`src/rtl/psw_ctx_pkg.sv`:
```
// Shared 8051 PSW constants: SFR addresses, ALU flag-update modes and PSW bit positions.
package psw_ctx_pkg;

  localparam logic [7:0] SFR_PSW   = 8'hD0;
  localparam logic [4:0] SFR_B_PSW = 5'h1A;

  localparam logic [1:0] FLAG_NONE    = 2'b00;
  localparam logic [1:0] CY_SET       = 2'b01;
  localparam logic [1:0] CY_OV_SET    = 2'b10;
  localparam logic [1:0] CY_OV_AC_SET = 2'b11;

  localparam int unsigned PSW_CY  = 7;
  localparam int unsigned PSW_AC  = 6;
  localparam int unsigned PSW_F0  = 5;
  localparam int unsigned PSW_RS1 = 4;
  localparam int unsigned PSW_RS0 = 3;
  localparam int unsigned PSW_OV  = 2;
  localparam int unsigned PSW_F1  = 1;
  localparam int unsigned PSW_P   = 0;

endpackage

```
`src/rtl/psw_ctx_stack.sv`:
```
// LIFO of saved PSW images. Push and pop in the same cycle, push when full or pop when
// empty are all dropped and flagged on the err_o strobe.
module psw_ctx_stack #(
  parameter int unsigned DATA_W = 8,
  parameter int unsigned DEPTH  = 4,
  parameter int unsigned CNT_W  = $clog2(DEPTH + 1)
) (
  input  logic              clock,
  input  logic              reset,
  input  logic              push_i,
  input  logic              pop_i,
  input  logic [DATA_W-1:0] wdata_i,
  output logic [DATA_W-1:0] rdata_o,
  output logic [CNT_W-1:0]  count_o,
  output logic              full_o,
  output logic              empty_o,
  output logic              pop_ok_o,
  output logic              err_o
);

  localparam int unsigned PtrW = (DEPTH > 1) ? $clog2(DEPTH) : 1;

  logic [DATA_W-1:0] mem_q [DEPTH];
  logic [CNT_W-1:0]  count_q, count_d, count_m1;
  logic [PtrW-1:0]   wr_ptr, rd_ptr;
  logic              push_ok;

  assign full_o   = (count_q == CNT_W'(DEPTH));
  assign empty_o  = (count_q == '0);
  assign count_o  = count_q;

  assign push_ok  = push_i & ~pop_i & ~full_o;
  assign pop_ok_o = pop_i & ~push_i & ~empty_o;
  assign err_o    = (push_i & pop_i) | (push_i & full_o) | (pop_i & empty_o);

  assign count_m1 = count_q - CNT_W'(1);
  assign wr_ptr   = count_q[PtrW-1:0];
  assign rd_ptr   = count_m1[PtrW-1:0];
  assign rdata_o  = mem_q[rd_ptr];

  always_comb begin
    count_d = count_q;
    if (push_ok) begin
      count_d = count_q + CNT_W'(1);
    end else if (pop_ok_o) begin
      count_d = count_m1;
    end
  end

  always_ff @(posedge clock or posedge reset) begin
    if (reset) begin
      count_q <= '0;
    end else begin
      count_q <= count_d;
    end
  end

  // Slots carry no reset; unoccupied contents are never observed.
  always_ff @(posedge clock) begin
    if (push_ok) begin
      mem_q[wr_ptr] <= wdata_i;
    end
  end

endmodule

```
`src/rtl/psw_ctx.sv`:
```
// 8051 program status word with a hardware context stack for interrupt entry/RETI.
// Owns the live PSW register, the write-source priority and the sticky stack error.
module psw_ctx
  import psw_ctx_pkg::*;
#(
  parameter int unsigned DATA_W = 8,
  parameter int unsigned DEPTH  = 4,
  parameter int unsigned CNT_W  = $clog2(DEPTH + 1)
) (
  input  logic              clock,
  input  logic              reset,
  input  logic              carry_in,
  input  logic              aux_carry_in,
  input  logic              overflow_in,
  input  logic [DATA_W-1:0] data_in,
  input  logic [DATA_W-1:0] acc_in,
  input  logic [7:0]        addr,
  input  logic              write_en,
  input  logic              write_bit_en,
  input  logic [1:0]        flag_set,
  input  logic              push,
  input  logic              pop,
  input  logic              clear_err,
  output logic [DATA_W-1:0] psw_data,
  output logic [CNT_W-1:0]  depth_cnt,
  output logic              stack_full,
  output logic              stack_empty,
  output logic              stack_err
);

  logic [DATA_W-1:0] psw_q, psw_d;
  logic [DATA_W-1:0] stack_rdata;
  logic              err_q, err_d;
  logic              pop_ok, err_strobe;
  logic              byte_wr, bit_wr;

  psw_ctx_stack #(
    .DATA_W (DATA_W),
    .DEPTH  (DEPTH),
    .CNT_W  (CNT_W)
  ) u_stack (
    .clock    (clock),
    .reset    (reset),
    .push_i   (push),
    .pop_i    (pop),
    .wdata_i  (psw_q),
    .rdata_o  (stack_rdata),
    .count_o  (depth_cnt),
    .full_o   (stack_full),
    .empty_o  (stack_empty),
    .pop_ok_o (pop_ok),
    .err_o    (err_strobe)
  );

  assign byte_wr = write_en & ~write_bit_en & (addr == SFR_PSW);
  assign bit_wr  = write_en & write_bit_en & (addr[7:3] == SFR_B_PSW);

  always_comb begin
    psw_d = psw_q;
    if (pop_ok) begin
      psw_d[DATA_W-1:1] = stack_rdata[DATA_W-1:1];
    end else if (byte_wr) begin
      psw_d[DATA_W-1:1] = data_in[DATA_W-1:1];
    end else if (bit_wr) begin
      // Bit 0 is parity and cannot be written; the write is swallowed.
      if (addr[2:0] != 3'd0) begin
        psw_d[addr[2:0]] = carry_in;
      end
    end else begin
      unique case (flag_set)
        FLAG_NONE: ;
        CY_SET: psw_d[PSW_CY] = carry_in;
        CY_OV_SET: begin
          psw_d[PSW_CY] = carry_in;
          psw_d[PSW_OV] = overflow_in;
        end
        CY_OV_AC_SET: begin
          psw_d[PSW_CY] = carry_in;
          psw_d[PSW_OV] = overflow_in;
          psw_d[PSW_AC] = aux_carry_in;
        end
      endcase
    end
    psw_d[PSW_P] = ^acc_in;
  end

  always_comb begin
    err_d = err_q;
    if (err_strobe) begin
      err_d = 1'b1;
    end else if (clear_err) begin
      err_d = 1'b0;
    end
  end

  always_ff @(posedge clock or posedge reset) begin
    if (reset) begin
      psw_q <= '0;
      err_q <= 1'b0;
    end else begin
      psw_q <= psw_d;
      err_q <= err_d;
    end
  end

  assign psw_data  = psw_q;
  assign stack_err = err_q;

endmodule

```
`config.mk`:
```
export PLATFORM = sky130hd
export DESIGN_NAME = psw_ctx
export DESIGN_NICKNAME = d
export VERILOG_FILES = /design/src/rtl/psw_ctx_pkg.sv /design/src/rtl/psw_ctx_stack.sv /design/src/rtl/psw_ctx.sv
export SDC_FILE = /design/constraint.sdc
export NUM_CORES = 1
export LEC_CHECK = 0
export ABC_AREA = 1
export CAP_MARGIN = 20
export CORE_MARGIN = 4
export CORE_UTILIZATION = 51
export CTS_CLUSTER_DIAMETER = 60
export DETAILED_ROUTE_END_ITERATION = 6
export PLACE_DENSITY = 0.8
export SLEW_MARGIN = 10
export SYNTH_ARGS = -nofsm -noshare
export SYNTH_HDL_FRONTEND = slang
export SYNTH_SLANG_ARGS = --single-unit
```
`constraint.sdc`:
```
create_clock -name clock -period 2.3 [get_ports clock]
set_input_delay 0.46 -clock clock [delete_from_list [all_inputs] [get_ports clock]]
set_output_delay 0.46 -clock clock [all_outputs]
set_load 0.02 [all_outputs]
```
==> summary.txt <==
post-synthesis simple-gate area fraction -> 0.296
count of unique library cells instantiated by Yosys -> 27
Area Overhead vs Synth -> 28.7%
CORE AREA -> 4350 um2
nets -> 361
1st-pass router iterations -> 4
Ports -> 50
largest family of logic cells by synthesized area -> simple AND/OR/NAND/NOR gates
Worst R2R End -> psw_data[6]
Setup Viol. Count Final -> 0
Tcrit/Tclk final -> 0.882
largest net degree at the start of global routing -> 19
share of layout cells above drive strength 1 -> 0.103
final hold vios -> 0
cells after synthesis -> 262
CP arrival -> 1.57 ns
FF-to-FF path depth -> 11
routed wl met2 -> 2510 um
DPL Wire Length -> 3790 um
uppermost layer routed -> met4
pwr/cell area -> 945 nW/um2
syn nets -> 303
Overflow after GRT -> 0
wire per inst -> 13.7 um
Yosys reg bits -> 40
DR vias/cell -> 5.21
Avg Cell Area, Syn -> 8.71 um2
post-synthesis instance area -> 2280 um2
reg-to-reg slack, setup -> 0.38 ns
M1 WL -> 2150 um
WL final -> 5120 um
Synth Area in Adders -> 0.0274
port bufs -> 48
first-pass GRT wire length -> 8020 um
Via Count -> 1943
multiplexer area fraction after synthesis -> 0
initial antenna violation count -> 0
GP Congestion -> 0.858
RSZ-0062 raised after global routing -> false
status -> complete, no violations
final instance area -> 2940 um2
DRC Markers -> 0
GR Util All Layers -> 0.195
Reg-to-Reg Start -> u_stack.count_o[1]
TritonCTS buffer count -> 5
Die W -> 74.9 um
max-cap violations -> 0
Worst Clk Skew -> 0.00464 ns
CP Data Required Time -> 1.84 ns
diodes inserted -> 0
CTS tree -> done
Compound-Gate Fraction of Synth Area -> 0.0713
post-route minimum period -> 2.03 ns
Seq/Total Area, Yosys -> 0.500
crit end category -> output pin
post-CTS setup repair buffer count -> 0
H-tree lvl count -> 2
Synth Area in XOR/XNOR -> 0.0346
Synth warnings -> 0
row count -> 24
CTS Sinks -> 40
CP startpoint kind -> flop
CTS clk-pin slew, worst paths -> 0.07 ns
clk_lat worst skew -> 0.29 ns
Die Area -> 5610 um2
Max-slew headroom -> 0.645
fillcell total -> 376
CTS max path bufs -> 2
vias in the first global route -> 1797
Max Slew Vio Count -> 0
DRT iter0 DRCs -> 172
CP max FO -> 4
critical setup path kind -> reg -> out
worst-margin pin slew -> 0.532 ns
achievable frequency -> 493 MHz
Hold Path Class -> in -> async
Die Y -> 74.9 um
Clock Tree Root -> clkbuf_8
Post-DRT Antenna Nets -> 0
Initial Util -> 0.524
fin util -> 0.674
Post-Route Setup TNS -> 0 ns
routed wl met3 -> 320 um
maximum vdd drop -> 0.000417 V
leakage -> 1.31 nW
post-place instance area -> 2850 um2
## cells by family after synthesis
group / count (synthesis)
xor+xnor: 9
flops: 40
buf+inv: 36
fa+ha+maj: 5
compound gates: 29
simple gates: 143
## metrics by stage
stage                     cells  hold WS [ns]  power (mW)  worst slack, ns
after global routing        373         0.549        2.95            0.157
after floorplan             262         0.325        1.84            0.182
after global placement      365         0.512        2.32            0.206
final                       373         0.510        2.77            0.272
after detailed placement    365         0.519        2.36            0.185
after CTS                   373         0.520        2.80           0.0224
## registers in the layout, summed over array words and instances (netlist names)
signal	count
psw_data	8
stack_err	1
u_stack.mem_q	28
u_stack.count_o	3
## synth_stat cells, drive strengths merged
master	number	area share
a21oi	2	0.0044
buf	6	0.021
clkbuf	1	0.0016
dfrtp	12	0.13
edfxtp	28	0.37
ha	5	0.027
inv	29	0.048
nand2	68	0.12
nand3	33	0.075
nand4	2	0.0055
nor2	36	0.083
nor3	2	0.0044
o211ai	2	0.0066
o21ai	19	0.042
o221ai	2	0.0077
o22ai	4	0.011
or2	2	0.0055
xnor2	6	0.023
xor2	3	0.012
## per-layer routing
layer,track usage,up-vias
met4,0.0889,0
li1,-,976
met2,0.352,76
met5,0,-
met1,0.220,880
met3,0.0374,11
## critical path, cell delays in order, from the launching register on
cell and delay (ns):
dfrtp_1 0.42, inv_1 0.13, ha_1 0.18, inv_1 0.08, nor2_4 0.12, dlygate4sd2_1 0.35
## cells in the final DEF, fill, tap and decap left out
| master | n |
|---|---|
| xnor2_1 | 6 |
| o221ai_1 | 2 |
| clkinvlp_4 | 1 |
| nor2_4 | 5 |
| clkbuf_1 | 1 |
| dlymetal6s2s_1 | 1 |
| edfxtp_1 | 28 |
| nand4_1 | 2 |
| nand3_1 | 32 |
| o22ai_1 | 4 |
| nand2_1 | 64 |
| nand2_4 | 3 |
| buf_4 | 10 |
| dfrtp_1 | 12 |
| clkbuf_8 | 5 |
| nor3_1 | 2 |
| nor2_1 | 30 |
| o21ai_1 | 2 |
| nand3_2 | 1 |
| nor2_8 | 1 |
| dlygate4sd2_1 | 1 |
| clkdlybuf4s50_1 | 46 |
| a21oi_1 | 2 |
| or2_2 | 2 |
| inv_1 | 26 |
| inv_2 | 3 |
| ha_1 | 5 |
| xor2_1 | 3 |
| clkinv_2 | 1 |
| o21ai_0 | 17 |
| nand2_2 | 1 |
| o211ai_1 | 2 |
## worst max path at each step
| stage | from | to | cells after the start | slack, ns |
|---|---|---|---|---|
| 6_report | u_stack.count_o[1] | stack_empty | 5 | 0.27 |
| 5_1_grt | u_stack.count_o[1] | stack_empty | 5 | 0.16 |
| 2_1_floorplan | u_stack.count_o[0] | psw_data[2] | 14 | 0.18 |
| 3_3_place_gp | addr[0] | psw_data[6] | 11 | 0.21 |
| 4_1_cts | u_stack.count_o[1] | stack_full | 5 | 0.02 |
| 3_5_place_dp | addr[0] | psw_data[6] | 11 | 0.18 |
## power by group
group          internal (mW)  switching [mW]
Sequential             0.979           0.128
Combinational          0.500           0.730
Clock                  0.212           0.225
## repair_timing
| action | CTS | global route |
|---|---|---|
| endpoints found under the hold margin | 0 | 0 |
| cloned | 0 | 0 |
| hold buffers | 0 | 0 |
| endpoints found under the setup margin | 1 | 1 |
| gates resized for setup | 1 | 1 |
## layout make-up
type | count | area [um2] | area share
multi-input cells | 186 | 978 | 0.333
inverters | 29 | 109 | 0.0371
repair buffers | 58 | 557 | 0.190
flip-flops and latches | 40 | 1140 | 0.389
clock inverters | 2 | 12.5 | 0.00426
clock buffers | 6 | 72.6 | 0.0247
well taps | 52 | 65.1 | 0.0222
(Power assumes the default switching activity.)
